### src/rtl/inference_frame_controller_pkg.sv
// Shared types and default constants for the inference frame controller.
// The state enum lives here so the controller and bench agree on one encoding.
package ifc_pkg;

  localparam int DEF_WIDTH       = 37;
  localparam int DEF_NFRAC       = 24;
  localparam int DEF_INPUT_SIZE  = 16;
  localparam int DEF_OUTPUT_SIZE = 5;
  localparam int DEF_TIMEOUT     = 1024;
  localparam int DEF_CNT_W       = 16;

  typedef enum logic [1:0] {
    ST_LOAD  = 2'd0,
    ST_START = 2'd1,
    ST_WAIT  = 2'd2,
    ST_DRAIN = 2'd3
  } ifc_state_e;

endpackage

### src/rtl/inference_frame_controller_if.sv
// Valid/ready/last feature stream carrying one signed fixed-point feature per beat.
interface inference_frame_controller_if
  import ifc_pkg::*;
#(
  parameter int WIDTH = DEF_WIDTH
) ();

  logic                    valid;
  logic                    ready;
  logic                    last;
  logic signed [WIDTH-1:0] data;

  modport master (output valid, output last, output data, input ready);
  modport slave  (input valid, input last, input data, output ready);

endinterface

### src/rtl/inference_frame_controller_lat_counter.sv
// Core latency counter: clear loads 1, enable counts up saturating, expired
// flags that the count has reached the timeout bound.
module lat_counter #(
  parameter int CNT_W   = 16,
  parameter int TIMEOUT = 1024
) (
  input  logic             clk,
  input  logic             reset,
  input  logic             clear,
  input  logic             enable,
  output logic [CNT_W-1:0] count,
  output logic             expired
);

  localparam logic [CNT_W-1:0] TIMEOUT_C = CNT_W'(TIMEOUT);

  logic [CNT_W-1:0] count_q, count_d;

  always_comb begin
    count_d = count_q;
    if (clear) begin
      count_d = CNT_W'(1);
    end else if (enable && (count_q != '1)) begin
      count_d = count_q + CNT_W'(1);
    end
  end

  always_ff @(posedge clk or negedge reset) begin
    if (!reset) begin
      count_q <= '0;
    end else begin
      count_q <= count_d;
    end
  end

  assign count   = count_q;
  assign expired = (count_q >= TIMEOUT_C);

endmodule

### src/rtl/inference_frame_controller.sv
// Assembles streamed features into a frame for the inference core, times the
// core, and streams its results back out while keeping error and latency stats.
module inference_frame_controller
  import ifc_pkg::*;
#(
  parameter int WIDTH       = DEF_WIDTH,
  parameter int NFRAC       = DEF_NFRAC,
  parameter int INPUT_SIZE  = DEF_INPUT_SIZE,
  parameter int OUTPUT_SIZE = DEF_OUTPUT_SIZE,
  parameter int TIMEOUT     = DEF_TIMEOUT,
  parameter int CNT_W       = DEF_CNT_W
) (
  input  logic                    clk,
  input  logic                    reset,
  inference_frame_controller_if.slave  s_if,
  inference_frame_controller_if.master m_if,
  output logic                    core_input_ready,
  output logic signed [WIDTH-1:0] core_input_data [INPUT_SIZE],
  input  logic                    core_output_ready,
  input  logic signed [WIDTH-1:0] core_output_data [OUTPUT_SIZE],
  output logic                    err_len,
  output logic                    err_timeout,
  output logic [CNT_W-1:0]        frame_count,
  output logic [CNT_W-1:0]        last_latency,
  output logic [CNT_W-1:0]        max_latency
);

  localparam int IDX_W = (INPUT_SIZE > 1) ? $clog2(INPUT_SIZE) : 1;
  localparam int ODX_W = (OUTPUT_SIZE > 1) ? $clog2(OUTPUT_SIZE) : 1;
  localparam logic [IDX_W-1:0] IDX_LAST = IDX_W'(INPUT_SIZE - 1);
  localparam logic [ODX_W-1:0] ODX_LAST = ODX_W'(OUTPUT_SIZE - 1);

  // NFRAC only describes the number format; reject values that cannot fit.
  if (NFRAC < 0 || NFRAC >= WIDTH) begin : g_nfrac_check
    $error("NFRAC must lie in [0, WIDTH)");
  end

  ifc_state_e              state_q, state_d;
  logic [IDX_W-1:0]        idx_q, idx_d;
  logic [ODX_W-1:0]        odx_q, odx_d;
  logic signed [WIDTH-1:0] in_buf_q  [INPUT_SIZE];
  logic signed [WIDTH-1:0] in_buf_d  [INPUT_SIZE];
  logic signed [WIDTH-1:0] out_buf_q [OUTPUT_SIZE];
  logic signed [WIDTH-1:0] out_buf_d [OUTPUT_SIZE];
  logic                    err_len_q, err_len_d;
  logic                    err_timeout_q, err_timeout_d;
  logic [CNT_W-1:0]        frame_count_q, frame_count_d;
  logic [CNT_W-1:0]        last_latency_q, last_latency_d;
  logic [CNT_W-1:0]        max_latency_q, max_latency_d;

  logic                    s_ready, m_valid, m_last;
  logic signed [WIDTH-1:0] m_data;
  logic                    s_fire, m_fire;
  logic [CNT_W-1:0]        lat_count;
  logic                    lat_expired;

  assign s_fire = s_if.valid && s_ready;
  assign m_fire = m_valid && m_if.ready;

  lat_counter #(
    .CNT_W   (CNT_W),
    .TIMEOUT (TIMEOUT)
  ) u_lat_counter (
    .clk     (clk),
    .reset   (reset),
    .clear   (state_q == ST_START),
    .enable  (state_q == ST_WAIT),
    .count   (lat_count),
    .expired (lat_expired)
  );

  always_ff @(posedge clk or negedge reset) begin
    if (!reset) begin
      state_q        <= ST_LOAD;
      idx_q          <= '0;
      odx_q          <= '0;
      in_buf_q       <= '{default: '0};
      out_buf_q      <= '{default: '0};
      err_len_q      <= 1'b0;
      err_timeout_q  <= 1'b0;
      frame_count_q  <= '0;
      last_latency_q <= '0;
      max_latency_q  <= '0;
    end else begin
      state_q        <= state_d;
      idx_q          <= idx_d;
      odx_q          <= odx_d;
      in_buf_q       <= in_buf_d;
      out_buf_q      <= out_buf_d;
      err_len_q      <= err_len_d;
      err_timeout_q  <= err_timeout_d;
      frame_count_q  <= frame_count_d;
      last_latency_q <= last_latency_d;
      max_latency_q  <= max_latency_d;
    end
  end

  // Core completion wins over timeout when both land in the same cycle.
  always_comb begin
    state_d = state_q;
    case (state_q)
      ST_LOAD:  if (s_fire && (idx_q == IDX_LAST)) state_d = ST_START;
      ST_START: state_d = ST_WAIT;
      ST_WAIT: begin
        if (core_output_ready) state_d = ST_DRAIN;
        else if (lat_expired)  state_d = ST_LOAD;
      end
      ST_DRAIN: if (m_fire && (odx_q == ODX_LAST)) state_d = ST_LOAD;
      default:  state_d = ST_LOAD;
    endcase
  end

  always_comb begin
    s_ready          = reset && (state_q == ST_LOAD);
    m_valid          = (state_q == ST_DRAIN);
    m_last           = m_valid && (odx_q == ODX_LAST);
    m_data           = out_buf_q[odx_q];
    core_input_ready = (state_q == ST_START);
  end

  always_comb begin
    idx_d          = idx_q;
    odx_d          = odx_q;
    in_buf_d       = in_buf_q;
    out_buf_d      = out_buf_q;
    err_len_d      = err_len_q;
    err_timeout_d  = err_timeout_q;
    frame_count_d  = frame_count_q;
    last_latency_d = last_latency_q;
    max_latency_d  = max_latency_q;
    case (state_q)
      ST_LOAD: begin
        if (s_fire) begin
          if (idx_q == IDX_LAST) begin
            in_buf_d[idx_q] = s_if.data;
            idx_d           = '0;
            if (!s_if.last) err_len_d = 1'b1;
          end else if (s_if.last) begin
            err_len_d = 1'b1;
            idx_d     = '0;
          end else begin
            in_buf_d[idx_q] = s_if.data;
            idx_d           = idx_q + IDX_W'(1);
          end
        end
      end
      ST_WAIT: begin
        if (core_output_ready) begin
          out_buf_d      = core_output_data;
          last_latency_d = lat_count;
          if (lat_count > max_latency_q) max_latency_d = lat_count;
          if (frame_count_q != '1) frame_count_d = frame_count_q + CNT_W'(1);
        end else if (lat_expired) begin
          err_timeout_d = 1'b1;
        end
      end
      ST_DRAIN: begin
        if (m_fire) odx_d = (odx_q == ODX_LAST) ? '0 : odx_q + ODX_W'(1);
      end
      default: ;
    endcase
  end

  assign s_if.ready      = s_ready;
  assign m_if.valid      = m_valid;
  assign m_if.last       = m_last;
  assign m_if.data       = m_data;
  assign core_input_data = in_buf_q;
  assign err_len         = err_len_q;
  assign err_timeout     = err_timeout_q;
  assign frame_count     = frame_count_q;
  assign last_latency    = last_latency_q;
  assign max_latency     = max_latency_q;

endmodule

### src/flat_wrapper.sv
// flat-port wrapper written by rule: the top's interface ports become plain ports
module inference_frame_controller_flat import ifc_pkg::*;
#(
  parameter int WIDTH       = DEF_WIDTH,
  parameter int NFRAC       = DEF_NFRAC,
  parameter int INPUT_SIZE  = DEF_INPUT_SIZE,
  parameter int OUTPUT_SIZE = DEF_OUTPUT_SIZE,
  parameter int TIMEOUT     = DEF_TIMEOUT,
  parameter int CNT_W       = DEF_CNT_W
)
  (clk, reset, core_input_ready, core_input_data, core_output_ready, core_output_data, err_len, err_timeout, frame_count, last_latency, max_latency, s_if_valid, s_if_last, s_if_data, s_if_ready, m_if_valid, m_if_last, m_if_data, m_if_ready);
  inference_frame_controller_if #(.WIDTH(WIDTH)) s_if_i ();
  inference_frame_controller_if #(.WIDTH(WIDTH)) m_if_i ();
  input  logic clk;
  input  logic reset;
  output logic core_input_ready;
  output logic signed [WIDTH-1:0] core_input_data[INPUT_SIZE];
  input  logic core_output_ready;
  input  logic signed [WIDTH-1:0] core_output_data[OUTPUT_SIZE];
  output logic err_len;
  output logic err_timeout;
  output logic [CNT_W-1:0] frame_count;
  output logic [CNT_W-1:0] last_latency;
  output logic [CNT_W-1:0] max_latency;
  input wire logic [$bits(s_if_i.valid)-1:0] s_if_valid;
  input wire logic [$bits(s_if_i.last)-1:0] s_if_last;
  input wire logic [$bits(s_if_i.data)-1:0] s_if_data;
  output wire logic [$bits(s_if_i.ready)-1:0] s_if_ready;
  output wire logic [$bits(m_if_i.valid)-1:0] m_if_valid;
  output wire logic [$bits(m_if_i.last)-1:0] m_if_last;
  output wire logic [$bits(m_if_i.data)-1:0] m_if_data;
  input wire logic [$bits(m_if_i.ready)-1:0] m_if_ready;
  assign s_if_i.valid = s_if_valid;
  assign s_if_i.last = s_if_last;
  assign s_if_i.data = s_if_data;
  assign s_if_ready = s_if_i.ready;
  assign m_if_valid = m_if_i.valid;
  assign m_if_last = m_if_i.last;
  assign m_if_data = m_if_i.data;
  assign m_if_i.ready = m_if_ready;
  inference_frame_controller #(.WIDTH(WIDTH), .NFRAC(NFRAC), .INPUT_SIZE(INPUT_SIZE), .OUTPUT_SIZE(OUTPUT_SIZE), .TIMEOUT(TIMEOUT), .CNT_W(CNT_W)) u_core (.clk(clk), .reset(reset), .s_if(s_if_i), .m_if(m_if_i), .core_input_ready(core_input_ready), .core_input_data(core_input_data), .core_output_ready(core_output_ready), .core_output_data(core_output_data), .err_len(err_len), .err_timeout(err_timeout), .frame_count(frame_count), .last_latency(last_latency), .max_latency(max_latency));
endmodule
### config.mk
export PLATFORM = sky130hd
export DESIGN_NAME = inference_frame_controller_flat
export DESIGN_NICKNAME = d
export VERILOG_FILES = /design/src/rtl/inference_frame_controller_pkg.sv /design/src/rtl/inference_frame_controller_if.sv /design/src/rtl/inference_frame_controller_lat_counter.sv /design/src/rtl/inference_frame_controller.sv /design/src/flat_wrapper.sv
export SDC_FILE = /design/constraint.sdc
export NUM_CORES = 1
export LEC_CHECK = 0
export ABC_AREA = 1
export CAP_MARGIN = 20
export CORE_AREA = 3 3 353 355
export DETAILED_ROUTE_END_ITERATION = 6
export DIE_AREA = 0 0 356 358
export PLACE_DENSITY = 0.58
export SETUP_SLACK_MARGIN = 0.1
export SYNTH_ARGS = -nofsm -noshare
export SYNTH_HDL_FRONTEND = slang
export SYNTH_SLANG_ARGS = --single-unit
### constraint.sdc
create_clock -name clk -period 3.2 [get_ports clk]
set_input_delay 0.64 -clock clk [delete_from_list [all_inputs] [get_ports clk]]
set_output_delay 0.64 -clock clk [all_outputs]
set_load 0.01 [all_outputs]
# == Word level (Yosys, flattened, before mapping) ==
# Index checks and enable logic that the tools add are counted.
# word_totals
ff_bits,852
inputBits,228
out_inout_bits,683
wordCells,95
# op_classes
add_sub_neg,4
n_lt_le_gt_ge,5
eq_ne,12
muxes,21
bitwise,3
n_reduce_logical,20
# op_table
op,n
$mux 592,2
$bwmux 592,1
$demux 37 s4,1
$bmux 37 s3,1
$mux 37,3
$add 16x1->16 const B,2
$mux 16,2
$ne 16x16->1 const B,2
$ge 16x11->1 const B,1
$gt 16x16->1,1
$reduce_and 3->1,5
$logic_and 1x1->1,8
$mux 2,4
$mux 4,2
$pmux 2 s4,1
$reduce_and 2->1,3
$ge 5x5->1 const B,1
$lt 5x1->1 const B,1
$not 4->5,1
$add 4x1->4 const B,1
$eq 2x2->1 const B,2
$eq 4x4->1 const B,1
$ge 4x4->1 const B,1
$ne 2x1->1 const B,2
other kinds (12),16

# == Depth between registers and ports, before layout ==
# Gate-level depths: netlist of run 1.
# depth
word_depth,8
depth_mapped,15
mapped_depth_nobuf,14

# == Cells and area by module ==
# Synthesis of run 1 repeated with hierarchy kept, for this count alone.
# hier_totals
hier_cells,3629
hier_area_um2,33911.3
# modules_own_cells
mod,instances,cells_per_inst,area_each_um2,seq_area_each_um2
inference_frame_controller,1,3463,32814.0,20920.1
lat_counter,1,166,1097.3,400.4

# == Worst setup path after synthesis of run 1 ==
# Ideal clock, no wire load.
# synth_timing
kind,register -> output
from,register u_core.odx_q[1]
to,output m_if_last
arrival_ps,1508
required_time_ps,2560
path_slack_ps,1052
stages_incl_launch_ff,7
path_buffers,2
path_cell_list,dfrtp_1 > inv_1 > clkbuf_1 > buf_1 > ha_1 > nand2_1 > nor2_1
# synth_between
elab_chain_len,2
# synth_lines
item,line,text
from (decl),inference_frame_controller.sv:40,"logic [ODX_W-1:0] odx_q, odx_d;"
from (signal assigned),inference_frame_controller.sv:76,odx_q <= '0;
from (signal assigned),inference_frame_controller.sv:87,odx_q <= odx_d;
$eq 3x3->1,inference_frame_controller.sv:116,m_last = m_valid && (odx_q == ODX_LAST);
$logic_and 1x1->1,inference_frame_controller.sv:116,
to (decl),flat_wrapper.sv:30,output wire logic [$bits(m_if_i.last)-1:0] m_if_last;
# No other way between the ends.

# == Worst setup path in the final report of run 1 ==
# layout_timing
from,register u_core.odx_q[0]
to,output m_if_data[6]
# layout_between
elab_chain_len,4
# layout_lines
item,line,text
$not 3->4 (not written as such),inference_frame_controller.sv:117,m_data = out_buf_q[odx_q];
$bmux 37 s3,inference_frame_controller.sv:117,
$mux 37 (not written as such) (2 in series),inference_frame_controller.sv:117,
to (decl),flat_wrapper.sv:31,output wire logic [$bits(m_if_i.data)-1:0] m_if_data;
# No other way between the ends. The select of a mux whose other input is x is not followed.

==> out/metrics.cfg, run 1 <==
[cts]
cts_tree=done
cts_setup_buffers=0
cts.path.max_buffers=3
numCtsBuffers=96
ctsHoldBuffers=0
clk_pin_slew_ps=60
htreeDepth=3
clock-sinks=852
clkLatencyLatePin_ps=700
cts_root_buffer=clkbuf_16

[layout]
area_delta_synth_final_pct=42.6
final_area_um2=48700
final_nets=4689
stdcell_count=6163
fin_util=0.400
drive_gt1_frac=0.0912

[logic_synthesis]
synthTopCellsByCount=1225 x nand2_1, 852 x dfrtp_1, 483 x o21ai_0
yosysMostFrequentCell=nand2_1
ys_async_sr_fraction=1.00
synth_area_um2=34100
syn_inst=3589
netlist_top_cells_area=dfrtp_1 62%, nand2_1 13%, o21ai_0 7.1%
yosysUniqueCellTypes=37
synth.avg_cell_area_um2=9.51
ys_ff_latch=852
synth_top_area_frac=0.625
ys.flop_type=dfrtp_1
ys_warn_count=0
synth_edf_count=0
synth_largest_area_cell=dfrtp_1
syn_nets=3843
ys_seq_area_frac=0.625

[grt]
antenna_found_initial=33
grt_overflow=0
grt_usage=0.203
grt_first_pass_wirelength_mm=191
grt_max_degree=162
grt_pass1_vias=27200

[sta]
slew_headroom=0.383
rsz0062_at_grt=true
whs_ps=119
fin_setup_tns_ps=0
setup_viol=0
max_freq_ghz=0.336
fin_crit_ps=2970
finalMaxSlewViolations=0
tightest_slew_ps=925
layout_setup_ws_ps=228
hold_viol_final=0
period_share=0.929
fin_skew_ps=59.9

[floorplan]
die_w_um=356
core-area_um2=122000
die-area_um2=127000
num_rows=128
fp.dieH_um=358
start_util=0.280
ios=911

[routing]
vias_per_cell=4.59
drt-met1-wl_mm=51.3
wire_per_inst_um=21.7
route.met3.wl_mm=12.5
drt-total-wl_mm=134
drc_errors=0
antenna_left=0
met2_length_mm=64.0
vias=28300
top_layer_used=met5
firstDrtPassIters=5
drtIter0Drc=2480

[worst_setup_path]
worstSetupEndpointType=output port
reg2reg_slack_ps=300
reg2regPathDepth=10
cp.arrival_ps=2330
critical_path_class=flop to output port
cp-start-kind=flop
worstPathMaxFanout=28
worstReg2RegStart=u_core.idx_q[0]
required_ps=2560
rr_endpoint=u_core.core_input_data[478]

[worst_hold_path]
worstHoldPathType=input pin to async pin

[place]
dp_cells=5957
dp_hpwl_mm=92.7
place_area_um2=45000
pre_cts_slack_ps=242
routabilityCongestion=0.841
portBuffers=910

[power_and_ir_drop]
fin_total_pwr_mw=42.0
p_leak_nw=22.1
power_density_nw_per_um2=862
vdd_drop_max_mv=0.514

[outcome]
outcome=finished clean

[job]
drv_cap=0

[timing repair]
item,in CTS,in global routing
endpoints found under the setup margin,39,39
resized for setup,60,10
pin swaps,0,1
gates cloned,4,1
[layout make-up]
cell class | count | area [µm²]
Antenna cell | 21 | 52.6
Clock inverter | 52 | 723
Sequential cell | 852 | 21300
Fill cell | 12100 | 73000
Tap cell | 1625 | 2030
Multi-Input combinational cell | 2304 | 10900
Timing Repair Buffer | 999 | 10200
Inverter | 182 | 689
Clock buffer | 128 | 2740
[power breakdown]
group	leakage, nW	internal, mW	switching (mW)
sequential	11.5	13.9	1.78
combinational	8.87	6.55	7.89
clock	1.71	7.01	4.86
[metal layers]
layer,GRT usage,up-vias
met5,0,-
met2,0.336,1123
met3,0.0697,219
met4,0.0928,16
li1,-,13400
met1,0.237,13600
[flip-flops by register name, indices dropped and copies added, names as in the netlist, 2 cells and up]
name and cells:
u_core.core_input_data 592, u_core.out_buf_q 185, u_core.frame_count 16, u_core.last_latency 16
u_core.max_latency 16, u_core.u_lat_counter.count 16, u_core.idx_q 4, u_core.odx_q 3
u_core.state_q 2
[worst max-delay path, cell delays in order, from the launching register on]
cell and delay (ps):
dfrtp_4 540, clkinv_2 150, nand3_2 120, buf_6 210, o21ai_0 220, dlygate4sd2_1 400
[worst max path at each step]
stage / start / end / slack [ps]
after floorplan: u_core.odx_q[1] / m_if_last / 1050
after global placement: s_if_last / u_core.core_input_data[455] / 300
after detailed placement: u_core.idx_q[0] / u_core.core_input_data[478] / 240
after CTS: u_core.odx_q[0] / m_if_data[0] / -80
after global routing: u_core.idx_q[0] / u_core.core_input_data[458] / 100
final: u_core.odx_q[0] / m_if_data[6] / 230
[cells by family after synthesis]
family	count (synthesis)	synth area share
buf+inv	433	0.0594
xor+xnor	12	0.00308
fa+ha+maj	26	0.00953
flops	852	0.625
compound gates	840	0.137
simple gates	1426	0.166
[layout by cell type, fill, tap and decap left out, drive strengths merged, types with 3 or more instances in the layout]
cell type	instances
clkbuf	130
nor3	9
o21ai	778
dlygate4sd2	33
clkinv	35
nor2	43
buf	87
clkdlybuf4s50	871
diode	21
nand4	24
ha	26
inv	185
dfrtp	852
dlymetal6s2s	3
bufinv	11
xor2	9
o22ai	6
clkinvlp	3
a21oi	49
xnor2	3
nand3	120
nand2	1226
(Power assumes the default switching activity.)
==> run 2, diff against run 1 <==
ABC_AREA = default   (was 1)
CORE_AREA = 3 3 351 353   (was 3 3 353 355)
DIE_AREA = 0 0 354 356   (was 0 0 356 358)
PLACE_DENSITY = 0.6   (was 0.58)
==> out/metrics.cfg, run 2 <==
[worst_setup_path]
critical_path_class=flop to output port
worstSetupEndpointType=output port
cp.arrival_ps=2400
cp-start-kind=flop
worstPathMaxFanout=13
required_ps=2560

[cts]
cts.path.max_buffers=3
clk_pin_slew_ps=60
ctsHoldBuffers=0
htreeDepth=3
numCtsBuffers=98
cts_root_buffer=clkbuf_16
clock-sinks=852
cts_tree=done
clkLatencyLatePin_ps=690

[sta]
hold_viol_final=0
fin_crit_ps=3040
max_freq_ghz=0.329
slew_headroom=0.282
fin_skew_ps=57.5
rsz0062_at_grt=true
finalMaxSlewViolations=0
period_share=0.951
whs_ps=93.5
setup_viol=0
tightest_slew_ps=1070

[grt]
grt_usage=0.195
grt_pass1_vias=25400
grt_first_pass_wirelength_mm=182
grt_max_degree=152
grt_overflow=0
antenna_found_initial=40

[layout]
stdcell_count=5321
nFillCells=11400
drive_gt1_frac=0.250
area_delta_synth_final_pct=42.0
fin_util=0.421
final_nets=3865
largest_register_ff_count=592
final_cell_mix=871 x clkdlybuf4s50_1, 849 x dfrtp_1, 635 x nand2_1, 301 x mux2_2, 300 x mux2_4
seqCellArea_um2=21300
final_area_um2=50600
multi_input_area_um2=13500
final_common_cell=clkdlybuf4s50_1

[routing]
drc_errors=0
vias=24300
drtIter0Drc=1445
drt-total-wl_mm=127
vias_per_cell=4.57
antenna_left=0
firstDrtPassIters=5
wire_per_inst_um=23.8

[place]
dp_cells=5104
place_area_um2=46800
dp_hpwl_mm=89.4
routabilityCongestion=0.825
portBuffers=910

[power_and_ir_drop]
p_leak_nw=24.7
power_density_nw_per_um2=679
vdd_drop_max_mv=0.452

[logic_synthesis]
ys_ff_latch=852
yosysMostFrequentCell=dfrtp_1
netlist_top_cells_area=dfrtp_1 60%, mux2_4 13%, mux2_2 9.5%
synth.avg_cell_area_um2=13.3
synth_edf_count=0
syn_nets=2928
ys_seq_area_frac=0.598
ys_warn_count=0
synth_area_um2=35700
synth_largest_area_cell=dfrtp_1
synthTopCellsByCount=852 x dfrtp_1, 635 x nand2_1, 301 x mux2_2
ys.flop_type=dfrtp_1
yosysUniqueCellTypes=57
ys_async_sr_fraction=1.00
syn_inst=2674
synth_top_area_frac=0.598

[floorplan]
start_util=0.297
fp.dieH_um=356
ios=911
core-area_um2=120000
die_w_um=354
die-area_um2=126000
num_rows=127

[worst_hold_path]
worstHoldPathType=input pin to async pin

[job]
drv_cap=0

[outcome]
outcome=finished clean

==> run 2: cell count changes after synthesis, sizes merged, moves of 18 or more <==
| cell | change |
|---|---|
| nand4 | -18 |
| nand3 | -93 |
| mux2i | +77 |
| nand2 | -590 |
| o21ai | -762 |
| nor2 | +19 |
| buf | -48 |
| o22ai | +31 |
| inv | -154 |
| mux2 | +611 |
| clkbuf | -36 |
==> run 2: kinds of logic (layout without fill, tap and decap cells) <==
| family | count (synthesis) | in the layout | synth area share |
|---|---|---|---|
| multiplexers | 689 | 689 | 0.247 |
| flip-flops | 852 | 852 | 0.598 |
| AO/OA/AOI/OAI | 126 | 126 | 0.0208 |
| buffers and inverters | 195 | 1212 | 0.0299 |
| other | 0 | 18 | 0 |
| XOR/XNOR | 18 | 18 | 0.00442 |
| AND/OR/NAND/NOR | 768 | 768 | 0.0909 |
| adder cells (fa/ha/maj) | 26 | 26 | 0.00912 |
==> run 2: path summary, 6_finish.rpt <==
| path | startpoint | end | slack (ps) | cells past startpoint |
|---|---|---|---|---|
| hold reg to reg | u_core.last_latency[13] | u_core.last_latency[13] | 470 | 2 |
| max in group asynchronous | reset | u_core.core_input_data[218] | 1770 | 3 |
| hold / removal | reset | u_core.last_latency[7] | 90 | 2 |
| setup reg to reg | u_core.idx_q[0] | u_core.core_input_data[135] | 530 | 8 |
| setup / recovery | u_core.odx_q[0] | m_if_data[14] | 160 | 8 |
| min in group clk | u_core.last_latency[13] | u_core.last_latency[13] | 470 | 2 |
==> run 2: where the power goes <==
group          switching [mW]  total (mW)  internal [mW]
registers                1.20        13.7           12.5
logic                    5.12        9.42           4.30
clock network            4.71        11.3           6.54
==> run 2: stage by stage <==
step           power [mW]  setup TNS, ps  setup WS (ps)
2_1_floorplan        18.1              0            845
3_3_place_gp         22.9              0            190
3_5_place_dp         23.0              0            174
4_1_cts              34.7           -265           -146
5_1_grt              36.2              0           56.9
6_report             34.4              0            158
==> run 2: what timing repair did <==
| action | 4_1_cts | 5_1_grt |
|---|---|---|
| pin swaps | 2 | 2 |
| setup endpoints to repair | 39 | 20 |
| gates resized for setup | 89 | 16 |
| cloned | 1 | 1 |
| setup buffers | 7 | 10 |
==> run 2: layout make-up <==
class                   instances  area share
multi-input cells            1627       0.267
flip-flops and latches        852       0.421
clock inverters                33     0.00811
inverters                      28     0.00210
diodes                         18    0.000890
clock buffers                 147      0.0564
repair buffers               1004       0.204
well taps                    1612      0.0398
==> run 2: metal layers <==
| metal | GRT usage | vias up | wire, µm |
|---|---|---|---|
| met5 | 0 | - | 177 |
| met3 | 0.0572 | 208 | 8830 |
| met2 | 0.337 | 760 | 63200 |
| met1 | 0.232 | 12400 | 50500 |
| met4 | 0.0681 | 24 | 4050 |
| li1 | - | 10900 | - |
==> run 2: worst max-delay path, stage by stage (launching register included) <==
cell and delay (ps):
dfrtp_4 500, inv_2 100, nor2_4 60, buf_12 130
buf_12 120, buf_16 160, a21oi_1 230, o22ai_1 120
dlygate4sd2_1 310
